### config.mk
export PLATFORM = sky130hd
export DESIGN_NAME = ahb_slave_if_flat
export DESIGN_NICKNAME = d
export VERILOG_FILES = /design/src/rtl/ahb_slave_if_pkg.sv /design/src/rtl/ahb_slave_if_if.sv /design/src/rtl/ahb_slave_if_addr_decode.sv /design/src/rtl/ahb_slave_if.sv /design/src/flat_wrapper.sv
export SDC_FILE = /design/constraint.sdc
export NUM_CORES = 1
export LEC_CHECK = 0
export ABC_AREA = 0
export BUFFER_PORTS_ARGS = -buffer_cell sky130_fd_sc_hd__buf_2
export CAP_MARGIN = 10
export CORE_MARGIN = 5
export CORE_UTILIZATION = 41
export CTS_CLUSTER_DIAMETER = 40
export DETAILED_ROUTE_END_ITERATION = 10
export GPL_TIMING_DRIVEN = 0
export PLACE_DENSITY_LB_ADDON = 0.2
export SYNTH_ARGS = -nofsm -noshare
export SYNTH_HDL_FRONTEND = slang
export SYNTH_SLANG_ARGS = --single-unit
### constraint.sdc
create_clock -name Hclk -period 1 [get_ports Hclk]
set_input_delay 0 -clock Hclk [delete_from_list [all_inputs] [get_ports Hclk]]
set_output_delay 0 -clock Hclk [all_outputs]
set_load 0.05 [all_outputs]
### src/rtl/ahb_slave_if_pkg.sv
// Shared definitions for the AHB-to-APB bridge: AHB encodings, error FSM
// state encoding and default address map parameters.
package ahb_slave_if_pkg;

    localparam logic [1:0] HTRANS_IDLE   = 2'b00;
    localparam logic [1:0] HTRANS_BUSY   = 2'b01;
    localparam logic [1:0] HTRANS_NONSEQ = 2'b10;
    localparam logic [1:0] HTRANS_SEQ    = 2'b11;

    localparam logic [1:0] HRESP_OKAY  = 2'b00;
    localparam logic [1:0] HRESP_ERROR = 2'b01;

    localparam logic [31:0] DEFAULT_BASE_ADDR = 32'h8000_0000;
    localparam int          DEFAULT_SLOT_BITS = 26;

    // Two-cycle AHB error response sequencer
    typedef enum logic [1:0] {
        ERR_IDLE   = 2'b00,
        ERR_FIRST  = 2'b01,
        ERR_SECOND = 2'b10
    } err_state_e;

    // An address phase is live only when the bus is ready and the transfer
    // is NONSEQ or SEQ (bit 1 of Htrans set); IDLE and BUSY never are.
    function automatic logic is_active(input logic hreadyin, input logic htrans_hi);
        return hreadyin & htrans_hi;
    endfunction

endpackage

### src/rtl/ahb_slave_if_if.sv
// AHB-side bus bundle of the bridge slave front end. The slave modport is
// the bridge view, the master modport is the AHB master / bench view.
interface ahb_slave_if_if;

    logic        Hwrite;
    logic        Hreadyin;
    logic [1:0]  Htrans;
    logic [2:0]  Hsize;
    logic [31:0] Haddr;
    logic [31:0] Hwdata;
    logic [31:0] Prdata;

    logic        valid;
    logic [31:0] Haddr1;
    logic [31:0] Haddr2;
    logic [31:0] Hwdata1;
    logic [31:0] Hwdata2;
    logic        Hwritereg;
    logic [2:0]  tempselx;
    logic [31:0] Hrdata;
    logic [1:0]  Hresp;
    logic        Herr_stall;

    modport slave (
        input  Hwrite, Hreadyin, Htrans, Hsize, Haddr, Hwdata, Prdata,
        output valid, Haddr1, Haddr2, Hwdata1, Hwdata2, Hwritereg,
               tempselx, Hrdata, Hresp, Herr_stall
    );

    modport master (
        output Hwrite, Hreadyin, Htrans, Hsize, Haddr, Hwdata, Prdata,
        input  valid, Haddr1, Haddr2, Hwdata1, Hwdata2, Hwritereg,
               tempselx, Hrdata, Hresp, Herr_stall
    );

endinterface

### src/rtl/ahb_slave_if_addr_decode.sv
// Combinational address decoder: peripheral one-hot select, unmapped flag
// and size/alignment check. Pure bit compares, no address arithmetic.
module ahb_addr_decode
    import ahb_slave_if_pkg::*;
#(
    parameter logic [31:0] BASE_ADDR = DEFAULT_BASE_ADDR,
    parameter int          SLOT_BITS = DEFAULT_SLOT_BITS
) (
    input  logic [31:0] Haddr,
    input  logic [2:0]  Hsize,
    output logic [2:0]  tempselx,
    output logic        unmapped,
    output logic        misaligned
);

    logic       in_win_s;
    logic [1:0] slot_s;
    logic       unused_offset_s;

    // Offset bits inside a slot play no part in decode.
    assign unused_offset_s = ^Haddr[SLOT_BITS-1:2];

    // Window match and slot-to-select decode; slot 3 is a hole in the map
    always_comb begin
        in_win_s = (Haddr[31:SLOT_BITS+2] == BASE_ADDR[31:SLOT_BITS+2]);
        slot_s   = Haddr[SLOT_BITS+1:SLOT_BITS];
        tempselx = 3'b000;
        if (in_win_s) begin
            case (slot_s)
                2'b00:   tempselx = 3'b001;
                2'b01:   tempselx = 3'b010;
                2'b10:   tempselx = 3'b100;
                default: tempselx = 3'b000;
            endcase
        end else begin
            tempselx = 3'b000;
        end
        unmapped = (tempselx == 3'b000);
    end

    // Natural alignment check; sizes above word are never supported
    always_comb begin
        misaligned = 1'b0;
        case (Hsize)
            3'b000:  misaligned = 1'b0;
            3'b001:  misaligned = Haddr[0];
            3'b010:  misaligned = (Haddr[1:0] != 2'b00);
            default: misaligned = 1'b1;
        endcase
    end

endmodule

### src/rtl/ahb_slave_if.sv
// AHB-Lite slave front end of the AHB-to-APB bridge: address/data pipeline,
// transfer qualification and the two-cycle ERROR response sequencer.
module ahb_slave_if
    import ahb_slave_if_pkg::*;
#(
    parameter logic [31:0] BASE_ADDR = DEFAULT_BASE_ADDR,
    parameter int          SLOT_BITS = DEFAULT_SLOT_BITS
) (
    input  logic         Hclk,
    input  logic         Hresetn,
    ahb_slave_if_if.slave bus
);

    logic [31:0] haddr1_r;
    logic [31:0] haddr2_r;
    logic [31:0] hwdata1_r;
    logic [31:0] hwdata2_r;
    logic        hwritereg_r;

    err_state_e  state_r;
    err_state_e  state_next_s;

    logic [2:0]  tempselx_s;
    logic        unmapped_s;
    logic        misaligned_s;
    logic        active_s;
    logic        err_access_s;
    logic [1:0]  hresp_s;
    logic        herr_stall_s;
    logic        unused_trans_s;

    ahb_addr_decode #(
        .BASE_ADDR (BASE_ADDR),
        .SLOT_BITS (SLOT_BITS)
    ) u_decode (
        .Haddr      (bus.Haddr),
        .Hsize      (bus.Hsize),
        .tempselx   (tempselx_s),
        .unmapped   (unmapped_s),
        .misaligned (misaligned_s)
    );

    // Htrans[0] only separates NONSEQ from SEQ, which this block treats alike.
    assign unused_trans_s = bus.Htrans[0];

    // Transfer qualification: errored accesses and anything seen while an
    // error response is in flight never reach the APB controller
    always_comb begin
        active_s     = is_active(bus.Hreadyin, bus.Htrans[1]);
        err_access_s = active_s & (unmapped_s | misaligned_s);
        if (state_r == ERR_IDLE) begin
            bus.valid = active_s & ~err_access_s;
        end else begin
            bus.valid = 1'b0;
        end
    end

    // Address/data/direction pipeline, advancing only on accepted cycles
    always_ff @(posedge Hclk) begin
        if (!Hresetn) begin
            haddr1_r    <= 32'h0000_0000;
            haddr2_r    <= 32'h0000_0000;
            hwdata1_r   <= 32'h0000_0000;
            hwdata2_r   <= 32'h0000_0000;
            hwritereg_r <= 1'b0;
        end else if (bus.Hreadyin) begin
            haddr1_r    <= bus.Haddr;
            haddr2_r    <= haddr1_r;
            hwdata1_r   <= bus.Hwdata;
            hwdata2_r   <= hwdata1_r;
            hwritereg_r <= bus.Hwrite;
        end else begin
            haddr1_r    <= haddr1_r;
            haddr2_r    <= haddr2_r;
            hwdata1_r   <= hwdata1_r;
            hwdata2_r   <= hwdata2_r;
            hwritereg_r <= hwritereg_r;
        end
    end

    // Error FSM state register
    always_ff @(posedge Hclk) begin
        if (!Hresetn) begin
            state_r <= ERR_IDLE;
        end else begin
            state_r <= state_next_s;
        end
    end

    // Error FSM next state: FIRST always leads to SECOND; SECOND may chain
    // straight into another response when a new error access arrives
    always_comb begin
        state_next_s = ERR_IDLE;
        case (state_r)
            ERR_IDLE: begin
                if (err_access_s) begin
                    state_next_s = ERR_FIRST;
                end else begin
                    state_next_s = ERR_IDLE;
                end
            end
            ERR_FIRST: begin
                state_next_s = ERR_SECOND;
            end
            ERR_SECOND: begin
                if (err_access_s) begin
                    state_next_s = ERR_FIRST;
                end else begin
                    state_next_s = ERR_IDLE;
                end
            end
            default: begin
                state_next_s = ERR_IDLE;
            end
        endcase
    end

    // Error FSM outputs: ERROR on both response cycles, stall only on the first
    always_comb begin
        hresp_s      = HRESP_OKAY;
        herr_stall_s = 1'b0;
        case (state_r)
            ERR_IDLE: begin
                hresp_s      = HRESP_OKAY;
                herr_stall_s = 1'b0;
            end
            ERR_FIRST: begin
                hresp_s      = HRESP_ERROR;
                herr_stall_s = 1'b1;
            end
            ERR_SECOND: begin
                hresp_s      = HRESP_ERROR;
                herr_stall_s = 1'b0;
            end
            default: begin
                hresp_s      = HRESP_OKAY;
                herr_stall_s = 1'b0;
            end
        endcase
    end

    assign bus.tempselx   = tempselx_s;
    assign bus.Hrdata     = bus.Prdata;
    assign bus.Haddr1     = haddr1_r;
    assign bus.Haddr2     = haddr2_r;
    assign bus.Hwdata1    = hwdata1_r;
    assign bus.Hwdata2    = hwdata2_r;
    assign bus.Hwritereg  = hwritereg_r;
    assign bus.Hresp      = hresp_s;
    assign bus.Herr_stall = herr_stall_s;

endmodule

### src/flat_wrapper.sv
// flat-port wrapper written by rule: the top's interface ports become plain ports
module ahb_slave_if_flat import ahb_slave_if_pkg::*;
#(
    parameter logic [31:0] BASE_ADDR = DEFAULT_BASE_ADDR,
    parameter int          SLOT_BITS = DEFAULT_SLOT_BITS
)
  (Hclk, Hresetn, bus_Hwrite, bus_Hreadyin, bus_Htrans, bus_Hsize, bus_Haddr, bus_Hwdata, bus_Prdata, bus_valid, bus_Haddr1, bus_Haddr2, bus_Hwdata1, bus_Hwdata2, bus_Hwritereg, bus_tempselx, bus_Hrdata, bus_Hresp, bus_Herr_stall);
  ahb_slave_if_if bus_i ();
  input  logic Hclk;
  input  logic Hresetn;
  input wire logic [$bits(bus_i.Hwrite)-1:0] bus_Hwrite;
  input wire logic [$bits(bus_i.Hreadyin)-1:0] bus_Hreadyin;
  input wire logic [$bits(bus_i.Htrans)-1:0] bus_Htrans;
  input wire logic [$bits(bus_i.Hsize)-1:0] bus_Hsize;
  input wire logic [$bits(bus_i.Haddr)-1:0] bus_Haddr;
  input wire logic [$bits(bus_i.Hwdata)-1:0] bus_Hwdata;
  input wire logic [$bits(bus_i.Prdata)-1:0] bus_Prdata;
  output wire logic [$bits(bus_i.valid)-1:0] bus_valid;
  output wire logic [$bits(bus_i.Haddr1)-1:0] bus_Haddr1;
  output wire logic [$bits(bus_i.Haddr2)-1:0] bus_Haddr2;
  output wire logic [$bits(bus_i.Hwdata1)-1:0] bus_Hwdata1;
  output wire logic [$bits(bus_i.Hwdata2)-1:0] bus_Hwdata2;
  output wire logic [$bits(bus_i.Hwritereg)-1:0] bus_Hwritereg;
  output wire logic [$bits(bus_i.tempselx)-1:0] bus_tempselx;
  output wire logic [$bits(bus_i.Hrdata)-1:0] bus_Hrdata;
  output wire logic [$bits(bus_i.Hresp)-1:0] bus_Hresp;
  output wire logic [$bits(bus_i.Herr_stall)-1:0] bus_Herr_stall;
  assign bus_i.Hwrite = bus_Hwrite;
  assign bus_i.Hreadyin = bus_Hreadyin;
  assign bus_i.Htrans = bus_Htrans;
  assign bus_i.Hsize = bus_Hsize;
  assign bus_i.Haddr = bus_Haddr;
  assign bus_i.Hwdata = bus_Hwdata;
  assign bus_i.Prdata = bus_Prdata;
  assign bus_valid = bus_i.valid;
  assign bus_Haddr1 = bus_i.Haddr1;
  assign bus_Haddr2 = bus_i.Haddr2;
  assign bus_Hwdata1 = bus_i.Hwdata1;
  assign bus_Hwdata2 = bus_i.Hwdata2;
  assign bus_Hwritereg = bus_i.Hwritereg;
  assign bus_tempselx = bus_i.tempselx;
  assign bus_Hrdata = bus_i.Hrdata;
  assign bus_Hresp = bus_i.Hresp;
  assign bus_Herr_stall = bus_i.Herr_stall;
  ahb_slave_if #(.BASE_ADDR(BASE_ADDR), .SLOT_BITS(SLOT_BITS)) u_core (.Hclk(Hclk), .Hresetn(Hresetn), .bus(bus_i));
endmodule
After elaboration in Yosys (flattened, before gate mapping)
Cells that the tools add are included.
{ "classes": {"eq_ne": 7, "muxes": 8, "bitwise_logic": 5, "n_reduce_logical": 7} }
{ "ops": {"columns": ["op", "count"], "rows": [
  ["one-hot mux 3 bit (3 select lines)", 1],
  ["logical NOT 3 bit", 2],
  ["equality test 2 x 1 -> 1 bit, second input constant", 2],
  ["equality test 2 bit, second input constant", 2],
  ["equality test 4 bit, second input constant", 1],
  ["logical NOT 2 bit", 2],
  ["two-way mux 1 bit", 4],
  ["one-hot mux 2 bit (2 select lines)", 1],
  ["OR reduction 2 bit", 2],
  ["bitwise AND 1 bit", 3],
  ["equality test 3 x 1 -> 1 bit, second input constant", 1],
  ["equality test 3 x 2 -> 1 bit, second input constant", 1],
  ["two-way mux 3 bit", 1],
  ["one-hot mux 1 bit (3 select lines)", 1],
  ["nonzero test 2 bit", 1],
  ["inverter 1 bit", 1],
  ["OR 1 bit", 1]
]} }
{ "totals": {"ff_bits": 131, "out_inout_bits": 168} }

Longest topological paths before layout
{ "depth": {"word_depth": 9, "ltp_mapped": 5, "depth_no_buf": 4} }

Modules after synthesis
Synthesis repeated with hierarchy kept, for this count alone.
{ "hier_totals": {"hier_cells": 472, "hier_area_um2": 5345.1} }
{ "modules_own_cells": {"columns": ["module", "n_inst", "cells_each", "area_each_um2", "seq_area_each_um2"], "rows": [
  ["ahb_slave_if", 1, 464, 5275.1, 2622.5],
  ["ahb_addr_decode", 1, 8, 70.1, 0.0]
]} }

Worst setup path before layout
No wires, ideal clock.
{ "synth_timing": {"kind": "input port to output port", "startpoint": "in bus_Haddr[28]", "endpoint": "out bus_tempselx[2]", "arrival_ps": 1730, "setup_slack_ps": -730, "stages": 2, "cell_sequence": "or4b_4 -> nor3b_1"} }
{ "synth_via": {"elab_chain_len": 2} }
{ "synth_lines": {"columns": ["element", "line_no", "rtl"], "rows": [
  ["from (decl)", "flat_wrapper.sv:15", "input wire logic [$bits(bus_i.Haddr)-1:0] bus_Haddr;"],
  ["equality test 4 bit", "ahb_slave_if_addr_decode.sv:25", "in_win_s = (Haddr[31:SLOT_BITS+2] == BASE_ADDR[31:SLOT_BITS+2]);"],
  ["two-way mux 3 bit", "ahb_slave_if_addr_decode.sv:28", "if (in_win_s) begin"],
  ["to (decl)", "flat_wrapper.sv:24", "output wire logic [$bits(bus_i.tempselx)-1:0] bus_tempselx;"]
]} }
No other way between the ends.

Worst setup path in the final report
{ "layout_timing": {"startpoint": "reg u_core.state_r[1]", "endpoint": "out bus_valid"} }
{ "layout_via": {"elab_chain_len": 2} }
{ "layout_lines": {"columns": ["element", "line_no", "rtl"], "rows": [
  ["from (decl)", "ahb_slave_if.sv:20", "err_state_e state_r;"],
  ["from (signal assigned)", "ahb_slave_if.sv:86", "state_r <= state_next_s;"],
  ["logical NOT 2 bit", "ahb_slave_if.sv:51", "if (state_r == ERR_IDLE) begin"],
  ["two-way mux 1 bit", "ahb_slave_if.sv:51", null],
  ["to (decl)", "flat_wrapper.sv:18", "output wire logic [$bits(bus_i.valid)-1:0] bus_valid;"]
]} }
No other way between the ends.

==> flow_metrics.tcl <==
set metrics [dict create \
    run_status "complete, but fails checks" \
    failed_checks "setup timing" \
    drt_pass1_iterations 4 \
    grt_util_all_layers 0.197 \
    rows 41 \
    final.setup.tns_ns -1.12 \
    globalRouteMet1Util 0.215 \
    synth_top_family_by_area "multiplexers" \
    gr-usage-met2 0.344 \
    ys.warnings.count 0 \
    path_class "flop to output pin" \
    synth-seq-area-share 0.499 \
    clkSlewWorstSetupHoldPaths_ns 0.06 \
    postSynthAreaPerCell_um2 11.1 \
    post_synth_instance_area_um2 5260 \
    finClkSkew_ns 0.00436 \
    flop_pwr_share 0.386 \
    crit_chain "inv_2 -> ha_4 -> nand3_4 -> nor2_4 -> buf_8" \
    critical_path_required_ns 1.00 \
    synth_cells 472 \
    vias 4437 \
    drive_gt1_frac 0.446 \
    drc 0 \
    dpl.cell_count 880 \
    placedInstanceArea_um2 6700 \
    cpMaxStageDelayCell "sky130_fd_sc_hd__dfxtp_2" \
    synth-seq-cells 131 \
    finalHoldViolations 0 \
    syn2layout_area_growth_pct 66.0 \
    port_buffers 236 \
    gp_congestion 0.750 \
    p_comb_frac 0.203 \
    powerDensity_nw_per_um2 1690 \
    cts_root_buffer "sky130_fd_sc_hd__clkbuf_16" \
    post_synth_xor_area_fraction 0 \
    routed_wire_length_per_instance_um 16.2 \
    layout_common_cells "129 x sky130_fd_sc_hd__mux2i_1, 129 x sky130_fd_sc_hd__nor2b_1, 112 x sky130_fd_sc_hd__buf_2" \
    detail_route.vias_per_cell 4.51 \
    cap_viol_max_count 0 \
    antenna_violations_before_repair 0 \
    dieWidth_um 123 \
    cts_tree "done" \
    intPower_mw 10.7 \
    min_period_ns 1.30 \
    syn_nets 581 \
    yosys.area_share.simple 0.168 \
    synth.area.mux_share 0.246 \
    worstSetupEndpointType "output pin" \
    overall_die_area_um2 15200 \
    die_h_um 123 \
    htreeDepth 4 \
    global_route_wire_length_before_repair_um 23200 \
    holdCritPathClass "primary input to flop" \
    final_nets 908 \
    first_global_vias 4627 \
    rsz0062_at_grt "true" \
    postLayoutCellArea_um2 8730 \
    slowest_delay_ns 0.32 \
    synth_cell_type_count 19 \
    pin_count 273 \
    critical_path.startpoint_type "flop" \
    final-max-slew-violation-count 0 \
    complex_gate_fraction_of_the_synthesized_area 0.00452 \
    met3_usage 0.0741 \
    tritoncts_num_sinks 131 \
    power.switching_fraction 0.277 \
    floorplan.core_area_um2 12600 \
    power.ir.vdd_worst_uv 1040 \
    timing.hold.ws_ns 0.0181 \
    clockBufferDepth 2 \
    clk_latency_ns 0.42 \
    busiest_layer "met2" \
    cts_buffers 17 \
    slack_of_the_worst_reg_to_reg_path_ns -0.05 \
    place_worst_setup_slack_ns -0.395 \
    grt_max_degree 17 \
    critPathMaxFanout 2 \
    yosys.area_share.adder 0.00952 \
    post-route-worst-setup-slack_ns -0.297 \
    leakage_nw 4.13 \
    timing.fmax_mhz 771 \
    final_number_of_setup_violating_endpoints 7 \
    routed_wirelength_um 15900 \
    post-route-period-util 1.30 \
    p_switching_mw 4.10 \
    timing.critical_path.arrival_ns 1.30 \
    dp.final_hpwl_um 10500 \
    dr.first_iter.drc_count 144 \
    num_antenna_cells 0 \
    ant_nets 0 \
    post_layout_nonfiller_instances 983 \
    grt_overflow 0 \
    initial_util 0.417 \
    clkPwrFrac 0.411 \
]
synthesized netlist by cell type:
| master | count | share of area |
|---|---|---|
| sky130_fd_sc_hd__nand4b_1 | 1 | 0.0017 |
| sky130_fd_sc_hd__or4b_4 | 1 | 0.0026 |
| sky130_fd_sc_hd__and2_1 | 1 | 0.0012 |
| sky130_fd_sc_hd__inv_1 | 2 | 0.0014 |
| sky130_fd_sc_hd__ha_1 | 4 | 0.0095 |
| sky130_fd_sc_hd__buf_2 | 13 | 0.012 |
| sky130_fd_sc_hd__nor2_1 | 2 | 0.0014 |
| sky130_fd_sc_hd__conb_1 | 1 | 0.00071 |
| sky130_fd_sc_hd__mux2i_1 | 129 | 0.25 |
| sky130_fd_sc_hd__nor3_1 | 1 | 0.00095 |
| sky130_fd_sc_hd__a211o_1 | 1 | 0.0017 |
| sky130_fd_sc_hd__buf_4 | 34 | 0.049 |
| sky130_fd_sc_hd__a21o_1 | 2 | 0.0029 |
| sky130_fd_sc_hd__nand3_1 | 1 | 0.00095 |
| sky130_fd_sc_hd__nor2b_1 | 129 | 0.15 |
| sky130_fd_sc_hd__nor3b_1 | 3 | 0.0043 |
| sky130_fd_sc_hd__or3_1 | 1 | 0.0012 |
| sky130_fd_sc_hd__dfxtp_1 | 131 | 0.50 |
| sky130_fd_sc_hd__clkbuf_1 | 15 | 0.011 |
critical path: cells and delay by family, from the launching register on:
kind          cells  cell delay (ns)
buf+inv           2             0.23
flops             1             0.32
simple gates      2             0.17
fa+ha+maj         1             0.15
flip-flops by register name (all words and copies together) (netlist names):
name                  flops
u_core.state_r            2
u_core.bus.Hwdata2       32
u_core.bus.Haddr1        32
u_core.bus.Hwdata1       32
u_core.bus.Hwritereg      1
u_core.bus.Haddr2        32
per-stage QoR:
step | util | power, mW
floorplan | - | 7.60
global placement | 0.531 | 8.20
detailed placement | 0.531 | 8.24
CTS | 0.672 | 14.8
global route | 0.692 | 15.4
finish | 0.692 | 14.8
power by group through the flow:
| stage | clock network [mW] | registers [mW] | logic, mW |
|---|---|---|---|
| 3_3_place_gp | 0 | 5.73 | 2.47 |
| 3_5_place_dp | 0 | 5.74 | 2.49 |
| 4_1_cts | 6.20 | 5.66 | 2.91 |
| 2_1_floorplan | 0 | 6.57 | 1.02 |
| 5_1_grt | 6.47 | 5.74 | 3.15 |
| 6_report | 6.09 | 5.71 | 3.00 |
final cells by class:
class                      instances  area (um2)
inverter                           2        7.51
buffer                            62         377
tap                              172         215
multi-input combinational        277        2320
clock buffer                      27         513
clock inverter                     4        70.1
sequential                       131        2670
fill                             922        3890
timing repair buffer             308        2550
layer usage:
layer,vias up,wire length (um),part of all wire
met5,-,0,0
met4,0,383,0.024
met3,25,1310,0.082
met2,177,8080,0.51
met1,2057,6160,0.39
li1,2178,-,-
logic make-up after synthesis:
group | Yosys count
AO/OA/AOI/OAI | 3
other | 1
flip-flops | 131
AND/OR/NAND/NOR | 140
buffers and inverters | 64
multiplexers | 129
adder cells (fa/ha/maj) | 4
what timing repair did:
action                                 4_1_cts  5_1_grt
endpoints found under the hold margin       79        0
gates resized for setup                    176       87
setup endpoints to repair                  135       77
pin swaps                                    6        0
hold buffers                                67        0
buffers inserted                             4        1
final timing paths:
kind                            to  cells past startpoint                  start
max                      bus_valid                      5      u_core.state_r[1]
min          u_core.bus.Hwdata2[7]                      2                Hresetn
max reg2reg      u_core.state_r[0]                      4      u_core.state_r[1]
min reg2reg  u_core.bus.Hwdata2[5]                      2  u_core.bus.Hwdata2[5]
(Power assumes the default switching activity.)
